==> src/rtl/multiword_adder_sequencer.sv <==
// Serial multi-word adder: one ripple slice reused ADDER_WIDTH bits per cycle, LSW first.
// Optional subtract/overflow support is enabled by defining ARITH_SUB_EN.
module ripple_carry_adder_Nb #(
  parameter int N = 4
) (
  input  logic [N-1:0] a_i,
  input  logic [N-1:0] b_i,
  input  logic         ci_i,
  output logic [N-1:0] s_o,
  output logic         co_o
);
  logic c;

  always_comb begin
    c   = ci_i;
    s_o = '0;
    for (int i = 0; i < N; i++) begin
      s_o[i] = a_i[i] ^ b_i[i] ^ c;
      c      = (a_i[i] & b_i[i]) | (c & (a_i[i] ^ b_i[i]));
    end
    co_o = c;
  end
endmodule

module multiword_adder_sequencer #(
  parameter int ADDER_WIDTH = 4,
  parameter int NUM_WORDS   = 4
) (
  input  logic                             iClk,
  input  logic                             iRst,
  input  logic                             iStart,
  input  logic [ADDER_WIDTH*NUM_WORDS-1:0] iA,
  input  logic [ADDER_WIDTH*NUM_WORDS-1:0] iB,
  input  logic                             iCarry,
`ifdef ARITH_SUB_EN
  input  logic                             iSub,
  output logic                             oOvf,
`endif
  output logic                             oReady,
  output logic                             oBusy,
  output logic                             oDone,
  output logic [ADDER_WIDTH*NUM_WORDS-1:0] oSum,
  output logic                             oCarry
);
  localparam int AW = ADDER_WIDTH;
  localparam int W  = ADDER_WIDTH * NUM_WORDS;
  localparam int CW = (NUM_WORDS > 1) ? $clog2(NUM_WORDS) : 1;
  localparam logic [CW-1:0] LAST = CW'(NUM_WORDS - 1);

  typedef enum logic [1:0] {
    IDLE = 2'd0,
    RUN  = 2'd1,
    DONE = 2'd2
  } state_e;

  state_e         state_q, state_d;
  logic [CW-1:0]  cnt_q, cnt_d;
  logic [W-1:0]   a_q, a_d;
  logic [W-1:0]   b_q, b_d;
  logic [W-1:0]   sum_q, sum_d;
  logic           carry_q, carry_d;
  logic           cout_q, cout_d;
  logic           sub_w;
  logic [31:0]    base_w;
  logic [AW-1:0]  a_sl, b_sl, sum_sl;
  logic           co_sl;

`ifdef ARITH_SUB_EN
  logic ovf_q, ovf_d;
  assign sub_w = iSub;
  assign oOvf  = ovf_q;
`else
  assign sub_w = 1'b0;
`endif

  assign base_w = 32'(cnt_q) * 32'(AW);
  assign a_sl   = a_q[base_w +: AW];
  assign b_sl   = b_q[base_w +: AW];

  ripple_carry_adder_Nb #(
    .N (AW)
  ) u_slice (
    .a_i  (a_sl),
    .b_i  (b_sl),
    .ci_i (carry_q),
    .s_o  (sum_sl),
    .co_o (co_sl)
  );

  always_comb begin
    state_d = state_q;
    cnt_d   = cnt_q;
    a_d     = a_q;
    b_d     = b_q;
    sum_d   = sum_q;
    carry_d = carry_q;
    cout_d  = cout_q;
`ifdef ARITH_SUB_EN
    ovf_d   = ovf_q;
`endif
    unique case (state_q)
      IDLE: begin
        if (iStart) begin
          a_d     = iA;
          b_d     = sub_w ? ~iB : iB;
          carry_d = sub_w ? 1'b1 : iCarry;
          cnt_d   = '0;
          state_d = RUN;
        end
      end
      RUN: begin
        sum_d[base_w +: AW] = sum_sl;
        carry_d             = co_sl;
        if (cnt_q == LAST) begin
          cout_d  = co_sl;
`ifdef ARITH_SUB_EN
          // Signed overflow: equal operand signs but result sign differs
          ovf_d   = (a_sl[AW-1] == b_sl[AW-1]) &&
                    (sum_sl[AW-1] != a_sl[AW-1]);
`endif
          state_d = DONE;
        end else begin
          cnt_d = cnt_q + 1'b1;
        end
      end
      DONE: state_d = IDLE;
      default: state_d = IDLE;
    endcase
  end

  always_ff @(posedge iClk) begin
    if (iRst) begin
      state_q <= IDLE;
      cnt_q   <= '0;
      a_q     <= '0;
      b_q     <= '0;
      sum_q   <= '0;
      carry_q <= 1'b0;
      cout_q  <= 1'b0;
`ifdef ARITH_SUB_EN
      ovf_q   <= 1'b0;
`endif
    end else begin
      state_q <= state_d;
      cnt_q   <= cnt_d;
      a_q     <= a_d;
      b_q     <= b_d;
      sum_q   <= sum_d;
      carry_q <= carry_d;
      cout_q  <= cout_d;
`ifdef ARITH_SUB_EN
      ovf_q   <= ovf_d;
`endif
    end
  end

  assign oReady = (state_q == IDLE);
  assign oBusy  = (state_q == RUN);
  assign oDone  = (state_q == DONE);
  assign oSum   = sum_q;
  assign oCarry = cout_q;
endmodule

==> config.mk <==
export PLATFORM = sky130hd
export DESIGN_NAME = multiword_adder_sequencer
export DESIGN_NICKNAME = d
export VERILOG_FILES = /design/src/rtl/multiword_adder_sequencer.sv
export SDC_FILE = /design/constraint.sdc
export NUM_CORES = 1
export LEC_CHECK = 0
export ABC_AREA = 1
export CELL_PAD_IN_SITES_DETAIL_PLACEMENT = 1
export CELL_PAD_IN_SITES_GLOBAL_PLACEMENT = 2
export CORE_UTILIZATION = 25
export CTS_CLUSTER_DIAMETER = 30
export DETAILED_ROUTE_END_ITERATION = 7
export MAX_ROUTING_LAYER = met4
export PLACE_DENSITY = 0.82
export SYNTH_ARGS = -nofsm -noshare
export SYNTH_HDL_FRONTEND = slang
export SYNTH_SLANG_ARGS = --single-unit
==> constraint.sdc <==
create_clock -name iClk -period 3 [get_ports iClk]
set_input_delay 0.3 -clock iClk [delete_from_list [all_inputs] [get_ports iClk]]
set_output_delay 0.3 -clock iClk [all_outputs]
set_load 0.03 [all_outputs]
**After elaboration in Yosys (flattened, before gate mapping)**

Cells that the tools add are included.

- Output and inout port bits: 20
- Bits in registers: 54
- Logic and storage cells: 55
- Input bits: 36

- Shifts and indexed selects: 4
- Bitwise operators: 20
- Multiplexer cells: 9
- Reductions and logical operators: 7
- Equal/unequal tests: 6
- Add/subtract/negate cells: 2

Operator list:

| cell | count |
|---|---|
| negation 4 -> 34 bit | 1 |
| variable shift 4 x 34 -> 16 bit (first input constant) | 1 |
| variable part select 4 x 34 -> 16 bit | 1 |
| variable part select 16 x 5 -> 4 bit | 2 |
| bitwise mux 16 bit | 1 |
| AND 1 bit | 8 |
| 2-to-1 mux 2 bit | 4 |
| one-hot mux 2 bit (2 select lines) | 2 |
| AND reduction 2 bit | 4 |
| bitwise XOR 1 bit | 8 |
| == test 2 bit (second input constant) | 2 |
| inequality test 2 bit (second input constant) | 2 |
| OR 1 bit | 4 |
| AND reduction 3 bit | 1 |
| adder 2 x 1 -> 2 bit (second input constant) | 1 |
| == test 2 x 1 -> 1 bit (second input constant) | 1 |
| logical NOT 2 bit | 1 |
| inequality test 2 x 1 -> 1 bit (second input constant) | 1 |
| one-hot mux 1 bit (2 select lines) | 1 |
| nonzero test 2 bit | 1 |
| 2-to-1 mux 1 bit | 1 |

**Longest topological paths before layout**

- Depth in word-level cells: 11
- Gate-level depth with buffers: 16
- Mapped depth without buffers: 15

**Modules after synthesis**

Synthesis repeated with hierarchy kept, for this count alone.

- Cell total of the unflattened synthesis: 350
- Area total of the unflattened synthesis: 2556.2 µm²

Modules (own cells, without submodules):

| module | area each (µm²) | instances | sequential area each (µm²) | cells each |
|---|---|---|---|---|
| multiword_adder_sequencer | 2438.6 | 1 | 1081.0 | 336 |
| ripple_carry_adder_Nb | 117.6 | 1 | 0.0 | 14 |

**Worst setup path before layout**

Ideal clock, no wire load.

- Path kind: register -> register
- Start: register cnt_q[0]
- End: register sum_q[7] (netlist: oSum[7])
- Cell stages (with the launch flop): 16
- Slack: 157 ps
- Required time: 2883 ps
- Setup time: 117 ps
- Path buffers: 1
- Clock period less this slack: 2843 ps
- Arrival time: 2726 ps
- Cells stage by stage: dfxtp_1 > clkbuf_1 > o21ai_0 > o22ai_1 > fa_1 > inv_1 > fa_1 > fa_1 > inv_1 > fa_1 > nand2_1 > nor2_1 > nand2_1 > nand2_1 > inv_1 > nor2_1

- Cells in the longest elaborated chain, start to end: 11
- Elaborated cells on any way between the ends: 23
- Those cells by class: add/sub (1); shift (4); mux (1); bitwise (17)

Ends and longest elaborated chain:

| element | line | source |
|---|---|---|
| from (decl) | 57 | `logic [CW-1:0] cnt_q, cnt_d;` |
| from (signal assigned) | 145 | `cnt_q <= cnt_d;` |
| variable part select 16 x 5 -> 4 bit (on tied branches) | 77, 78 |  |
| bitwise XOR 1 bit | 18, 19 |  |
| AND 1 bit | 19 | `c = (a_i[i] & b_i[i]) \| (c & (a_i[i] ^ b_i[i]));` |
| OR 1 bit | 19 |  |
| AND 1 bit | 19 |  |
| OR 1 bit | 19 |  |
| AND 1 bit | 19 |  |
| OR 1 bit | 19 |  |
| bitwise XOR 1 bit | 18 | `s_o[i] = a_i[i] ^ b_i[i] ^ c;` |
| variable part select 4 x 34 -> 16 bit | 112 | `sum_d[base_w +: AW] = sum_sl;` |
| bitwise mux 16 bit (*) | 112 |  |
| to (signal assigned) | 148 | `sum_q <= sum_d;` |
| to (decl) | 60 | `logic [W-1:0] sum_q, sum_d;` |

Every way passes the cells marked *; elsewhere a longest branch is shown, timed or not.
A chain may end at the register's enable or synchronous reset.

**Final worst setup path**

- Start: register cnt_q[0]
- End: register sum_q[11] (netlist: oSum[11])

Same word-level chain as after synthesis.

==> impl_metrics.toml <==
[status]
status = "completed"

[route]
detailroute.via_count = 2319
final_antenna_net_count = 0
post-route-drc-count = 0
iteration_0_drc_markers = 60
post_drt_wl_per_cell_um = 13.1
drt_first_pass_iters = 6
postRouteWirelength_mm = 6.94
drt-vias-per-instance = 4.38

[timing]
fin_tns_setup_ns = 0
timing.fmax_mhz = 355
timing.final.crit_period_ns = 2.82
timing_max_transition_violations_final = 0
report.final.setup_viol = 0
timing.final.crit_share = 0.939
slew-limit-headroom = 0.731
timing_worst_slew_pin_value_ns = 0.402
finalClockSkew_ns = 0.00812
finalHoldViolations = 0
rsz0062_at_grt = "no"

[hold_path]
holdPathStages = 2
worst_hold_check_path_type = "register to register"

[flow_run]
maxCapViolCount = 0

[place]
port-buffer-count = 55
post-dp-hpwl_mm = 5.30
dp.cells = 522
place.gp.congestion = 0.776
postPlaceCellArea_um2 = 3150

[pwr]
clock_power_share = 0.273
cellInternalPower_mw = 1.11
peakVddDrop_uv = 178
power.combinational.fraction = 0.236
power_dens_cells_nw_per_um2 = 499
netSwitchingFraction = 0.315
leakagePower_nw = 1.34
sequentialPowerShare = 0.491
power_switching_uw = 512

[logic_synthesis]
synth-edff-count = 0
main_combinational_cell_family_by_area_after_synthesis = "simple AND/OR/NAND/NOR gates"
synth.avg_cell_area_um2 = 7.14
synth_flop_cell = "dfxtp_1"
async_reset_ff_frac = 0
synth_simple_gate_area_frac = 0.252
synth_commonest_cells = "106 x nor2_1, 63 x o21ai_0, 54 x dfxtp_1"
synth-adder-area-share = 0.0630
synth_cells = 345
cell_type_contributing_the_most_total_cell_area_after_synthesis = "dfxtp_1"
synth.top_cells.by_area = "dfxtp_1 44%, nor2_1 16%, o21ai_0 13%, nand2_1 5.6%, inv_1 4.0%"
post-synth-top-area-fraction = 0.439
yosysWarningCount = 0
synth-seq-cells = 54
syn-cell-area_um2 = 2460
synth_cell_type_count = 23
sequential_share_of_the_synthesized_area = 0.439
synth.most_common_cell = "nor2_1"
synth_fp_nets = 391
synth_compound_gate_area_share = 0.172
synthesized_area_fraction_occupied_by_xor_and_xnor_cells = 0
synth.area.mux_share = 0

[setup_path]
crit_required_ns = 3.20
timing.critical_path.fanout_max = 9
setup_cp_type = "register to register"
critical_path.endpoint_type = "register"
slowest_cp_cell = "dfxtp_2"
delay_heaviest_family_cp = "adder cells"
timing.reg2reg.worst_path_depth = 12
critical-path-top-cell-by-count = "fa_1"
worst_setup_path_start_kind = "register"
worst-path-stages = 12
cp_cell_sequence = "o21ai_0, o22ai_1, fa_1, inv_1, fa_1, fa_1, inv_1, fa_1, nand2_1, o21ai_0, nand2_1, nor2_1"
critical_path_buffer_and_inverter_count = 2
arrival_ns = 3.02
critical-path-max-stage-delay_ns = 0.42

[cts]
clockRootBuffer = "clkbuf_8"
cts_made_buffers = 5
clk_lat_worst_skew_ns = 0.32
cts_htree_levels = 2
cts.sinks = 54
post_cts.repair.setup_buffers = 0
clock_path_buffers = 2
worst_setup_hold_path_clk_slew_ns = 0.10
tritoncts = "done"
cts_hold_buffers = 0

[final_layout]
stdcell_area_um2 = 3260
fin_nets = 446
antenna_cells_inserted = 0
layout-area-overhead-vs-synth_pct = 32.4
seqCellArea_um2 = 1080
finish.cell_count_without_fillers = 530
layout-drive-gt1-share = 0.0673
multi_input_gate_area_um2 = 1200
fillCellCount = 1208

[die]
placement_rows = 35
die_h_um = 101
die_width_um = 101
ioPinCount = 56
die_area_um2 = 10300
core_area_um2 = 9370
initial_standard_cell_utilization_of_the_core = 0.263

[global_route]
pin_count_of_the_biggest_net_entering_global_routing = 45
grt_pass1_wl_mm = 11.5
grt_overflow_total = 0
number_of_global_route_vias_before_repair = 2366
grt_antenna_before_repair = 0
total_routing_usage_reported_by_global_routing = 0.150
==> cell families (layout without fill, tap and decap cells) <==
kind of cell    count (synthesis)  count (layout)
fa+ha+maj                      10              10
compound gates                 83              83
buf+inv                        43              99
simple gates                  155             155
flops                          54              54
==> through the flow <==
step           hold slack, ns  setup WS [ns]  power, mW   util
2_1_floorplan           0.424          0.157       1.04      -
3_3_place_gp            0.446          0.279       1.18  0.336
3_5_place_dp            0.451         0.0403       1.20  0.336
4_1_cts                 0.466         0.0214       1.65  0.347
5_1_grt                 0.491        0.00588       1.73  0.348
6_report                0.467          0.183       1.63  0.348
==> registers in the layout (all words and copies together), names as in the netlist <==
name	count
a_q	16
state_q	2
cnt_q	2
carry_q	1
b_q	16
oSum	16
oCarry	1
==> power by group through the flow <==
stage	logic, mW	registers (mW)	clock network [mW]
after floorplan	0.218	0.825	0
after global placement	0.369	0.815	0
after detailed placement	0.385	0.815	0
after CTS	0.387	0.799	0.461
after global routing	0.433	0.804	0.491
final	0.384	0.798	0.444
==> worst register-to-register path: stages (launching register included) <==
cell and delay (ns):
dfxtp_2 0.42, o21ai_0 0.11, o22ai_1 0.27, fa_1 0.24, inv_1 0.06, fa_1 0.39
fa_1 0.37, inv_1 0.08, fa_1 0.43, nand2_1 0.10, o21ai_0 0.11, nand2_1 0.09
nor2_1 0.04
==> area by class of cell <==
class,instances,share of cell area
Tap cell,129,0.0495
Multi-Input combinational cell,248,0.369
Sequential cell,54,0.332
Clock buffer,6,0.0253
Timing Repair Buffer,61,0.183
Inverter,30,0.0353
Clock inverter,2,0.00537
==> per-layer routing <==
metal,up-vias,wire [um],GRT usage
met2,50,3390,0.257
met3,11,227,0.0290
met5,-,0,-
met4,0,94,0.0446
li1,1204,-,-
met1,1054,3220,0.176
==> final timing paths <==
| path | startpoint | end | slack [ns] |
|---|---|---|---|
| worst max-delay path | cnt_q[0] | oSum[11] | 0.18 |
| worst min-delay path | oSum[13] | oSum[13] | 0.47 |
| worst max register to register | cnt_q[0] | oSum[11] | 0.18 |
| worst min register to register | oSum[13] | oSum[13] | 0.47 |
==> what timing repair did <==
item                                    4_1_cts  5_1_grt
endpoints found under the setup margin        0        4
hold endpoints to repair                      0        0
gates resized for setup                       0        5
==> placed cells by master, fill, tap and decap left out <==
master and count:
fa_1 4, clkinv_4 2, nor2_2 2, clkdlybuf4s50_1 55, nand3_1 4, o22ai_2 1, nand2_4 1, o22ai_1 3
a21boi_0 1, inv_2 3, nand2_1 37, nor2_4 2, clkbuf_8 6, nand2_2 1, inv_1 26, ha_1 6
a21oi_1 15, dfxtp_2 2, inv_4 1, o21ai_0 62, nor2_1 106, buf_4 6, o21ai_1 1, dfxtp_1 52
nor3_1 2
(Power assumes the default switching activity.)
